[config.mk]
export PLATFORM = sky130hd
export DESIGN_NAME = tmp_seq_ctrl
export DESIGN_NICKNAME = d
export VERILOG_FILES = /design/src/rtl/tmp_seq_ctrl.sv
export SDC_FILE = /design/constraint.sdc
export NUM_CORES = 1
export LEC_CHECK = 0
export BUFFER_PORTS_ARGS = -buffer_cell sky130_fd_sc_hd__buf_2
export CAP_MARGIN = 20
export CORE_MARGIN = 2
export CORE_UTILIZATION = 50
export CTS_CLUSTER_SIZE = 16
export DETAILED_ROUTE_END_ITERATION = 6
export GPL_ROUTABILITY_DRIVEN = 0
export PLACE_DENSITY = 0.77
export SYNTH_ARGS = -nofsm -noshare
export SYNTH_HDL_FRONTEND = slang
export SYNTH_SLANG_ARGS = --single-unit
[constraint.sdc]
create_clock -name clk -period 4.56 [get_ports clk]
set_input_delay 0.684 -clock clk [delete_from_list [all_inputs] [get_ports clk]]
set_output_delay 0.684 -clock clk [all_outputs]
set_load 0.005 [all_outputs]
[src/rtl/tmp_seq_ctrl.sv]
// Heat/cool actuator sequencer: registered FSM with minimum run time, rest lockout and config-error guard.
// Optional hysteresis exit band is enabled by defining TMP_SEQ_HYST_EN.
module tmp_seq_ctrl #(
  parameter int TW      = 17,
  parameter int CW      = 8,
  parameter int MIN_ON  = 16,
  parameter int MIN_OFF = 8,
  parameter int HYST    = 4
) (
  input  logic          clk,
  input  logic          rst,
  input  logic          en,
  input  logic [TW-1:0] temp,
  input  logic          temp_vld,
  input  logic [TW-1:0] low_thresh,
  input  logic [TW-1:0] high_thresh,
  output logic          heat,
  output logic          cool,
  output logic [1:0]    state,
  output logic          cfg_err
);

  typedef enum logic [1:0] {
    S_IDLE = 2'b00,
    S_HEAT = 2'b01,
    S_COOL = 2'b10,
    S_REST = 2'b11
  } state_t;

`ifdef TMP_SEQ_HYST_EN
  localparam int BAND = HYST;
`else
  localparam int BAND = 1;
`endif

  localparam logic [CW-1:0] MIN_ON_C     = CW'(MIN_ON);
  localparam logic [CW-1:0] MIN_OFF_LAST = CW'(MIN_OFF - 1);
  localparam logic [TW:0]   BAND_W       = (TW + 1)'(BAND);
  localparam logic [TW-1:0] BAND_T       = TW'(BAND);

  state_t        state_reg;
  logic          heat_reg;
  logic          cool_reg;
  logic          cfg_err_reg;
  logic [CW-1:0] run_cnt_reg;
  logic [CW-1:0] rest_cnt_reg;

  logic          cfg_err_next;
  logic          force_off;
  logic [TW:0]   heat_exit;
  logic [TW-1:0] cool_exit;
  logic          run_full;
  logic          heat_over;
  logic          heat_done;
  logic          cool_over;
  logic          cool_done;

  // Heat exit is one bit wider so a threshold near full scale cannot wrap.
  assign heat_exit    = {1'b0, low_thresh} + BAND_W;
  assign cool_exit    = (high_thresh >= BAND_T) ? (high_thresh - BAND_T) : '0;
  assign cfg_err_next = (low_thresh >= high_thresh);
  assign force_off    = !en || cfg_err_next;
  assign run_full     = (run_cnt_reg == MIN_ON_C);
  assign heat_over    = temp_vld && (temp >= high_thresh);
  assign heat_done    = temp_vld && ({1'b0, temp} >= heat_exit);
  assign cool_over    = temp_vld && (temp <= low_thresh);
  assign cool_done    = temp_vld && (temp <= cool_exit);

  always_ff @(posedge clk) begin
    if (rst) begin
      state_reg    <= S_IDLE;
      heat_reg     <= 1'b0;
      cool_reg     <= 1'b0;
      cfg_err_reg  <= 1'b0;
      run_cnt_reg  <= '0;
      rest_cnt_reg <= '0;
    end else begin
      cfg_err_reg <= cfg_err_next;
      case (state_reg)
        S_IDLE: begin
          if (!force_off && temp_vld) begin
            if (temp <= low_thresh) begin
              state_reg   <= S_HEAT;
              heat_reg    <= 1'b1;
              cool_reg    <= 1'b0;
              run_cnt_reg <= '0;
            end else if (temp >= high_thresh) begin
              state_reg   <= S_COOL;
              heat_reg    <= 1'b0;
              cool_reg    <= 1'b1;
              run_cnt_reg <= '0;
            end
          end
        end
        S_HEAT: begin
          if (force_off || heat_over || (run_full && heat_done)) begin
            state_reg    <= S_REST;
            heat_reg     <= 1'b0;
            cool_reg     <= 1'b0;
            rest_cnt_reg <= '0;
          end else if (!run_full) begin
            run_cnt_reg <= run_cnt_reg + 1'b1;
          end
        end
        S_COOL: begin
          if (force_off || cool_over || (run_full && cool_done)) begin
            state_reg    <= S_REST;
            heat_reg     <= 1'b0;
            cool_reg     <= 1'b0;
            rest_cnt_reg <= '0;
          end else if (!run_full) begin
            run_cnt_reg <= run_cnt_reg + 1'b1;
          end
        end
        S_REST: begin
          // Inputs are deliberately ignored until the lockout expires.
          if (rest_cnt_reg == MIN_OFF_LAST) begin
            state_reg <= S_IDLE;
          end else begin
            rest_cnt_reg <= rest_cnt_reg + 1'b1;
          end
        end
        default: begin
          state_reg <= S_IDLE;
          heat_reg  <= 1'b0;
          cool_reg  <= 1'b0;
        end
      endcase
    end
  end

  assign heat    = heat_reg;
  assign cool    = cool_reg;
  assign state   = state_reg;
  assign cfg_err = cfg_err_reg;

endmodule
==> impl_metrics.env, run 1 <==
export IMPL_status="finished, final reports clean"
export IMPL_hold_violations=0
export IMPL_finalSetupTns_ns=0
export IMPL_syn_area_mm2=0.00407
export IMPL_arrival_ns=4.30
export IMPL_layout_min_cycle_time_ns=4.17
export IMPL_synth_commonest_cells="96 x ha_1, 45 x a21oi_1, 44 x inv_1"
export IMPL_crit_fanout=6
export IMPL_rows=32
export IMPL_die_x_um=94.2
export IMPL_post_cts_buffers=0
export IMPL_crit_cells=19
export IMPL_layout_nets=748
export IMPL_cts_tree="built"
export IMPL_initial_utilization=0.521
export IMPL_wl_um=11300
export IMPL_clock_skew_ns=0.00378
export IMPL_whs_path_depth=2
export IMPL_cts_htree_levels=1
export IMPL_slew_violations=0
export IMPL_maxCapViolCount=0
export IMPL_worstSetupStartpointType="primary input"
export IMPL_cts_hold_buffers=0
export IMPL_critPathTopFamily="simple AND/OR/NAND/NOR gates"
export IMPL_top_level_ports=60
export IMPL_wl_per_cell_um=16.1
export IMPL_synth_main_ff_cell="dfxtp_1"
export IMPL_fmax_ghz=0.240
export IMPL_pwr_share_comb=0.635
export IMPL_grt_max_degree=42
export IMPL_via_count=4249
export IMPL_rsz0062_at_grt="false"
export IMPL_critPathKind="in -> reg"
export IMPL_path_buf_inv=3
export IMPL_ant_nets=0
export IMPL_syn2layout_area_growth_pct=12.8
export IMPL_cp_end_kind="register"
export IMPL_leakagePower_uw=0.00214
export IMPL_power_uw=921
export IMPL_clockPowerShare=0.137
export IMPL_synth_nets=681
export IMPL_clock_sinks=21
export IMPL_p_per_area_mw_per_mm2=201
export IMPL_setup_viol=0
export IMPL_antenna_found_initial=0
export IMPL_critPathSlowestCell="or2_2"
export IMPL_drive_gt1_frac=0.168
export IMPL_design_die_area_mm2=0.00887
export IMPL_initialDrtViolationCount=209
export IMPL_post_route_period_util=0.915
export IMPL_cts_made_buffers=3
export IMPL_grt_pass1_vias=3966
export IMPL_slew_headroom=0.585
export IMPL_ys_warnings_count=0
export IMPL_synth_most_common_cell="ha_1"
export IMPL_via_per_inst=6.09
export IMPL_hp_class="reg -> reg"
export IMPL_yosysSeqAreaShare=0.103
export IMPL_path_cells="buf_2 -> inv_1 -> nand4_1 -> nor2_1 -> nand2_1 -> or2_2 -> or3_1 -> nor3_1 -> a21oi_1 -> ha_1 -> nand4_1 -> nor3_1 -> o31ai_1 -> o2111ai_1 -> a31oi_1 -> o21a_1 -> buf_4 -> nor4_1 -> o32ai_1"
export IMPL_cts_resized_gates=0
export IMPL_synth_edf_count=0
export IMPL_ys_ff_latch=21
export IMPL_clk_pin_slew_ns=0.08
export IMPL_gr_total_overflow=0
export IMPL_ff2ff_path_depth=10
export IMPL_drtPass1Iterations=5
export IMPL_crit_required_ns=4.69
export IMPL_ys_async_sr_fraction=0
export IMPL_hpwl_um=9550
export IMPL_pwr_share_seq=0.228
export IMPL_insertion_delay_ns=0.26
export IMPL_netlist_instances=530
export IMPL_synth_top_area_share=0.295
export IMPL_ir_drop_mv=0.139
export IMPL_fp_dieH_um=94.2
export IMPL_cts_root_buf="clkbuf_8"
export IMPL_track_usage=0.256
export IMPL_synth_area_leaders="ha_1 30%, dfxtp_1 10%, a21oi_1 5.5%, xnor2_1 4.7%, inv_1 4.1%"
export IMPL_power_internal_uw=506
export IMPL_core_mm2=0.00781
export IMPL_post_synth_top_area_cell="ha_1"
export IMPL_synth_cell_types=64
export IMPL_p_sw_uw=414
export IMPL_port_buffers=59
export IMPL_tightest_slew_ns=0.623
export IMPL_avgSynthCellArea_um2=7.67
export IMPL_diodes=0
export IMPL_critical_path_max_stage_delay_ns=0.38
export IMPL_drc=0
export IMPL_switching_share=0.450
export IMPL_clock_path_buffers=2
export IMPL_grt_pass1_wl_um=18400
==> power by group through the flow <==
| stage | Combinational, µW | Clock (µW) | Sequential [µW] |
|---|---|---|---|
| after detailed placement | 574 | 0 | 214 |
| after CTS | 578 | 128 | 209 |
| after global placement | 557 | 0 | 213 |
| after global routing | 653 | 136 | 212 |
| after floorplan | 401 | 0 | 213 |
| final | 585 | 126 | 210 |
==> placed cells by master, fill, tap and decap left out, types with 4 or more instances in the layout <==
master,netlist,routed
nand3_1,21,21
buf_4,1,12
nor2_1,25,25
o2bb2ai_1,8,8
mux2i_1,5,5
inv_1,44,44
nand4_1,21,21
nor2b_1,14,14
ha_1,96,96
nor3_1,12,12
buf_2,1,59
inv_2,4,4
o32ai_1,6,6
a21o_1,6,6
or2_2,5,5
nand2b_1,15,15
nor4_1,9,9
or3_1,9,9
o21a_1,5,5
xnor2_1,22,22
or4_1,6,6
o21ai_0,24,24
nand2_1,41,41
a31oi_1,4,4
a21oi_1,45,45
dfxtp_1,21,21
==> metrics by stage <==
step | cell area [µm²] | hold slack [ns] | cells | utilization | setup WS (ns)
floorplan | 4070 | 0.469 | 530 | - | 0.446
global placement | 4540 | 0.483 | 694 | 0.582 | 0.202
detailed placement | 4540 | 0.486 | 694 | 0.582 | 0.127
CTS | 4590 | 0.497 | 698 | 0.588 | 0.400
global route | 4590 | 0.529 | 698 | 0.588 | 0.0650
finish | 4590 | 0.496 | 698 | 0.588 | 0.385
==> path summary, 6_finish.rpt <==
kind / from / slack, ns / end
max: high_thresh[4] / 0.39 / run_cnt_reg[3]$_SDFFE_PP0P_
min: cool$_SDFFE_PP0P_ / 0.50 / cool$_SDFFE_PP0P_
max reg2reg: run_cnt_reg[0]$_SDFFE_PP0P_ / 2.06 / run_cnt_reg[2]$_SDFFE_PP0P_
min reg2reg: cool$_SDFFE_PP0P_ / 0.50 / cool$_SDFFE_PP0P_
==> kinds of logic (layout without fill, tap and decap cells) <==
family                   Yosys count  after routing  synth area share
flip-flops                        21             21             0.103
AND/OR/NAND/NOR                  198            198             0.269
buffers and inverters             57            123            0.0538
XOR/XNOR                          23             23            0.0495
AO/OA/AOI/OAI                    128            128             0.211
multiplexers                       7              7            0.0178
adder cells (fa/ha/maj)           96             96             0.295
==> final cells by class <==
class                   instances  area, µm²
inverters                      48        180
flip-flops and latches         21        420
clock buffers                   3       41.3
fillers                       725       3220
multi-input cells             452       3430
well taps                     102        128
repair buffers                 71        385
clock inverters                 1       5.00
==> worst min-delay path: cells and delay by family, from the launching register on <==
family / cells / cell delay (ns)
and+or+nand+nor: 1 / 0.07
muxes: 1 / 0.06
DFF: 1 / 0.32
==> routing by layer <==
metal / vias to the layer above / track usage / wire, µm
met3: 17 / 0.0385 / 789
li1: 2109 / - / -
met5: - / 0 / 0
met4: 0 / 0.0556 / 155
met2: 133 / 0.425 / 5080
met1: 1990 / 0.350 / 5240
No activity file was read; power rests on OpenSTA's default activity.
==> inputs of run 2 (changes only) <==
--- a/config.mk
+++ b/config.mk
@@ -6,13 +6,13 @@
 export NUM_CORES = 1
 export LEC_CHECK = 0
 export BUFFER_PORTS_ARGS = -buffer_cell sky130_fd_sc_hd__buf_2
-export CAP_MARGIN = 20
 export CORE_MARGIN = 2
 export CORE_UTILIZATION = 50
 export CTS_CLUSTER_SIZE = 16
 export DETAILED_ROUTE_END_ITERATION = 6
 export GPL_ROUTABILITY_DRIVEN = 0
-export PLACE_DENSITY = 0.77
+export PLACE_DENSITY = 0.73
+export REMOVE_ABC_BUFFERS = 1
 export SYNTH_ARGS = -nofsm -noshare
 export SYNTH_HDL_FRONTEND = slang
 export SYNTH_SLANG_ARGS = --single-unit
==> run 2 against run 1 <==
Hold slack improved by 0.0060 ns. Critical path type unchanged. Maximum frequency rose by 0.22%. Sequential cell count did not move.
==> impl_metrics.env, run 2 (synthesis results as in run 1) <==
export IMPL_grt_pass1_wl_um=18700
export IMPL_layout_nets=744
export IMPL_p_per_area_mw_per_mm2=199
export IMPL_cts_root_buf="clkbuf_8"
export IMPL_final_common_cell="ha_1"
export IMPL_cp_end_kind="register"
export IMPL_arrival_ns=4.34
export IMPL_wl_met2_um=4940
export IMPL_fin_util=0.585
export IMPL_grt_pass1_vias=3933
export IMPL_top_layer="met4"
export IMPL_slew_headroom=0.593
export IMPL_drc=0
export IMPL_multi_input_area_mm2=0.00344
export IMPL_ant_nets=0
export IMPL_final_cell_mix="96 x ha_1, 59 x buf_2, 45 x a21oi_1"
export IMPL_route_met3_wl_um=743
export IMPL_fp_dieH_um=94.2
export IMPL_insertion_delay_ns=0.26
export IMPL_grt_max_degree=42
export IMPL_fmax_ghz=0.240
export IMPL_clock_path_buffers=2
export IMPL_hp_class="reg -> reg"
export IMPL_cts_htree_levels=1
export IMPL_die_x_um=94.2
export IMPL_diodes=0
export IMPL_gr_total_overflow=0
export IMPL_ir_drop_mv=0.162
export IMPL_drtPass1Iterations=7
export IMPL_initialDrtViolationCount=179
export IMPL_startpoint="low_thresh[4]"
export IMPL_cts_tree="built"
export IMPL_drive_gt1_frac=0.164
export IMPL_antenna_found_initial=0
export IMPL_critPathSlowestCell="or3_4"
export IMPL_post_cts_buffers=0
export IMPL_r2r_slack_ns=2.05
export IMPL_critPathKind="in -> reg"
export IMPL_rr_startpoint="run_cnt_reg[0]$_SDFFE_PP0P_"
export IMPL_status="finished, final reports clean"
export IMPL_tightest_slew_ns=0.611
export IMPL_path_cells="buf_2 -> inv_2 -> nor4_4 -> nand4_1 -> nor4_1 -> xnor2_1 -> ha_1 -> a21oi_1 -> o21ai_0 -> a211o_4 -> o21a_1 -> o31a_4 -> or3_4 -> o32ai_1"
export IMPL_clock_sinks=21
export IMPL_wl_um=11100
export IMPL_initial_utilization=0.521
export IMPL_syn2layout_area_growth_pct=12.2
export IMPL_seq_area_um2=420
export IMPL_setup_viol=0
export IMPL_hpwl_um=9300
export IMPL_rows=32
export IMPL_via_count=4205
export IMPL_crit_required_ns=4.73
export IMPL_slew_violations=0
export IMPL_min_from="cool$_SDFFE_PP0P_"
export IMPL_rsz0062_at_grt="false"
export IMPL_via_per_inst=6.06
export IMPL_finalSetupTns_ns=0
export IMPL_track_usage=0.259
export IMPL_fillerInstances=757
export IMPL_wl_per_cell_um=15.9
export IMPL_wl_met1_um=5180
export IMPL_cts_made_buffers=3
export IMPL_port_buffers=59
export IMPL_layout_min_cycle_time_ns=4.17
export IMPL_hold_violations=0
export IMPL_core_mm2=0.00781
export IMPL_clk_pin_slew_ns=0.08
export IMPL_top_level_ports=60
export IMPL_leakagePower_uw=0.00212
export IMPL_post_route_period_util=0.913
export IMPL_worstSetupStartpointType="primary input"
export IMPL_clock_skew_ns=0.00140
export IMPL_critical_path_max_stage_delay_ns=0.43
export IMPL_design_die_area_mm2=0.00887
export IMPL_crit_fanout=9
export IMPL_maxCapViolCount=0
run 2: power by group:
| part | total [µW] | switching (µW) | internal (µW) | leakage [µW] |
|---|---|---|---|---|
| Combinational | 577 | 335 | 243 | 0.00192 |
| Clock | 124 | 61.8 | 62.3 | 0.0000228 |
| Sequential | 209 | 11.7 | 197 | 0.000170 |
| Total | 910 | 408 | 502 | 0.00212 |
run 2: stage by stage:
step                worst slack, ns  cells  area, µm²  total power (µW)  hold WS [ns]
finish                        0.395    694       4570               910         0.502
global route                 0.0724    694       4570              1010         0.534
CTS                           0.385    694       4560               910         0.510
detailed placement           0.0994    690       4510               782         0.494
global placement              0.175    690       4510               765         0.485
floorplan                     0.293    521       4030               607         0.468
run 2: area by class of cell:
cell class	count	area share
Multi-Input combinational cell	452	0.753
Sequential cell	21	0.0921
Timing Repair Buffer	67	0.0778
Inverter	48	0.0395
Tap cell	102	0.0280
Clock buffer	4	0.00987
run 2: what timing repair did:
item                                    4_1_cts  5_1_grt
endpoints found under the setup margin        0        9
hold buffers                                  0        0
resized for setup                             0        2
hold endpoints to repair                      0        0
run 2: final timing paths:
path | endpoint | cells after the start
max | run_cnt_reg[4]$_SDFFE_PP0P_ | 14
max reg2reg | run_cnt_reg[4]$_SDFFE_PP0P_ | 10
min | cool$_SDFFE_PP0P_ | 2
min reg2reg | cool$_SDFFE_PP0P_ | 2
run 2: per-layer routing:
metal / vias up / track usage
li1: 2102 / -
met1: 1937 / 0.364
met2: 150 / 0.427
met3: 16 / 0.0377
met4: 0 / 0.0362
met5: - / 0
run 2: worst max-delay path, delay by kind of cell:
kind                       cells  cell delay (ns)
and+or+nand+nor                4             1.56
AOI/OAI and AO/OA              6             1.49
buffers and inverters          2             0.18
xor gates and xnor gates       1             0.16
adders and majority gates      1             0.26
==> inputs of run 3 (changes only) <==
--- a/config.mk
+++ b/config.mk
@@ -5,13 +5,13 @@
 export SDC_FILE = /design/constraint.sdc
 export NUM_CORES = 1
 export LEC_CHECK = 0
-export BUFFER_PORTS_ARGS = -buffer_cell sky130_fd_sc_hd__buf_2
 export CORE_MARGIN = 2
 export CORE_UTILIZATION = 50
 export CTS_CLUSTER_SIZE = 16
 export DETAILED_ROUTE_END_ITERATION = 6
+export DONT_BUFFER_PORTS = 1
 export GPL_ROUTABILITY_DRIVEN = 0
-export PLACE_DENSITY = 0.73
+export PLACE_DENSITY = 0.67
 export REMOVE_ABC_BUFFERS = 1
 export SYNTH_ARGS = -nofsm -noshare
 export SYNTH_HDL_FRONTEND = slang
==> run 3 against run 2 <==
Global-route usage shrank 0.40 points. Critical endpoint is now heat$_SDFFE_PP0P_. Count of clock-buffer cells in the layout shrank 1. Critical path type unchanged. Largest power group unchanged. Power shrank 6.8%.
==> impl_metrics.env, run 3 (synthesis results as in run 1) <==
export IMPL_status="finished, final reports clean"
export IMPL_drive_gt1_frac=0.0659
export IMPL_ant_nets=0
export IMPL_maxCapViolCount=0
export IMPL_layout_min_cycle_time_ns=4.11
export IMPL_wl_um=11000
export IMPL_hold_violations=0
export IMPL_drc=0
export IMPL_leakagePower_uw=0.00187
export IMPL_cts_hold_buffers=0
export IMPL_setup_viol=0
export IMPL_layout_nets=683
export IMPL_arrival_ns=4.27
export IMPL_critical_path_max_stage_delay_ns=0.46
export IMPL_design_die_area_mm2=0.00887
export IMPL_use_met1=0.353
export IMPL_wl_per_cell_um=17.4
export IMPL_crit_fanout=12
export IMPL_dpl_cell_area_mm2=0.00420
export IMPL_gr_total_overflow=0
export IMPL_fin_area_mm2=0.00425
export IMPL_final_common_cell="ha_1"
export IMPL_clock_path_buffers=2
export IMPL_top_usage_layer="met2"
export IMPL_via_count=3953
export IMPL_fp_dieH_um=94.2
export IMPL_hp_class="in -> reg"
export IMPL_hpwl_um=9270
export IMPL_whs_path_depth=1
export IMPL_globalRouteMet2Util=0.411
export IMPL_rsz0062_at_grt="false"
export IMPL_cts_tree="built"
export IMPL_core_mm2=0.00781
export IMPL_initial_utilization=0.521
export IMPL_via_per_inst=6.24
export IMPL_diodes=0
export IMPL_fmax_ghz=0.243
export IMPL_ir_drop_mv=0.142
export IMPL_tightest_slew_ns=0.606
export IMPL_critPathSlowestCell="or4_1"
export IMPL_dp_cells=629
export IMPL_drtPass1Iterations=5
export IMPL_cp_end_kind="register"
export IMPL_fillerInstances=755
export IMPL_clock_skew_ns=0.00795
export IMPL_worstSetupStartpointType="primary input"
export IMPL_die_x_um=94.2
export IMPL_clock_sinks=21
export IMPL_critPathKind="in -> reg"
export IMPL_grt_pass1_vias=3872
export IMPL_rows=32
export IMPL_antenna_found_initial=0
export IMPL_grt_max_degree=42
export IMPL_path_cells="inv_1 -> nand4_1 -> or4_1 -> a311oi_1 -> nand3_1 -> o21ai_0 -> ha_1 -> a21oi_1 -> a21boi_0 -> o31ai_1 -> o2111ai_1 -> a31oi_1 -> a2bb2oi_2 -> o21ai_0 -> mux2_2"
export IMPL_fin_cells=633
export IMPL_cts_root_buf="clkbuf_8"
export IMPL_clk_pin_slew_ns=0.09
export IMPL_ff2ff_path_depth=10
export IMPL_slew_violations=0
export IMPL_top_level_ports=60
export IMPL_cts_resized_gates=0
export IMPL_post_cts_buffers=0
export IMPL_insertion_delay_ns=0.27
export IMPL_cpMostUsedCell="o21ai_0"
export IMPL_syn2layout_area_growth_pct=4.43
export IMPL_track_usage=0.255
export IMPL_final_cell_mix="96 x ha_1, 45 x a21oi_1, 44 x inv_1"
export IMPL_port_buffers=0
export IMPL_p_per_area_mw_per_mm2=200
export IMPL_grt_pass1_wl_um=18300
export IMPL_use_met3=0.0465
export IMPL_initialDrtViolationCount=175
export IMPL_finalSetupTns_ns=0
export IMPL_cts_made_buffers=3
export IMPL_post_route_period_util=0.901
export IMPL_crit_required_ns=4.73
export IMPL_cts_htree_levels=1
export IMPL_slew_headroom=0.592
[run 3: cell count changes in the layout (fill, tap and decap cells not counted), sizes merged]
cell    before  now
clkinv       0    1
clkbuf       4    3
buf         67    6
[run 3: per-layer routing]
layer	vias to the layer above	routed length, µm
met5	-	0
met4	0	138
met3	12	702
met2	119	4870
met1	1839	5290
li1	1983	-
[run 3: report_power, final]
part	internal, µW	total, µW	leakage, µW	switching (µW)
sequential	197	212	0.000170	15.0
combinational	218	507	0.00167	289
clock	61.1	130	0.0000255	68.5
total	476	849	0.00187	373
[run 3: final cells by class]
class	instances	area, µm²	share of cell area
repair buffers	6	45.0	0.0106
clock buffers	3	41.3	0.00972
well taps	102	128	0.0300
clock inverters	1	5.00	0.00118
multi-input cells	452	3430	0.807
flip-flops and latches	21	420	0.0990
inverters	48	180	0.0424
[run 3: path summary, 6_finish.rpt]
check,startpoint,end,slack [ns]
min reg2reg,run_cnt_reg[6]$_SDFFE_PP0P_,run_cnt_reg[6]$_SDFFE_PP0P_,0.52
max,high_thresh[12],heat$_SDFFE_PP0P_,0.45
min,rst,cfg_err$_SDFF_PP0_,0.49
max reg2reg,run_cnt_reg[0]$_SDFFE_PP0P_,run_cnt_reg[4]$_SDFFE_PP0P_,2.06
[run 3: per-stage QoR]
stage	util	hold slack [ns]	setup slack, ns	total power [µW]
floorplan	-	0.468	0.293	607
global placement	0.538	0.495	0.356	706
detailed placement	0.538	0.502	0.230	717
CTS	0.544	0.477	0.493	849
global route	0.544	0.470	0.0589	935
finish	0.544	0.488	0.453	849
[run 3: critical path: cells and delay by family]
family | cells | cell delay, ns
AOI/OAI and AO/OA | 9 | 1.82
adders and majority gates | 1 | 0.28
buffers and inverters | 1 | 0.12
muxes | 1 | 0.33
and+or+nand+nor | 3 | 1.02
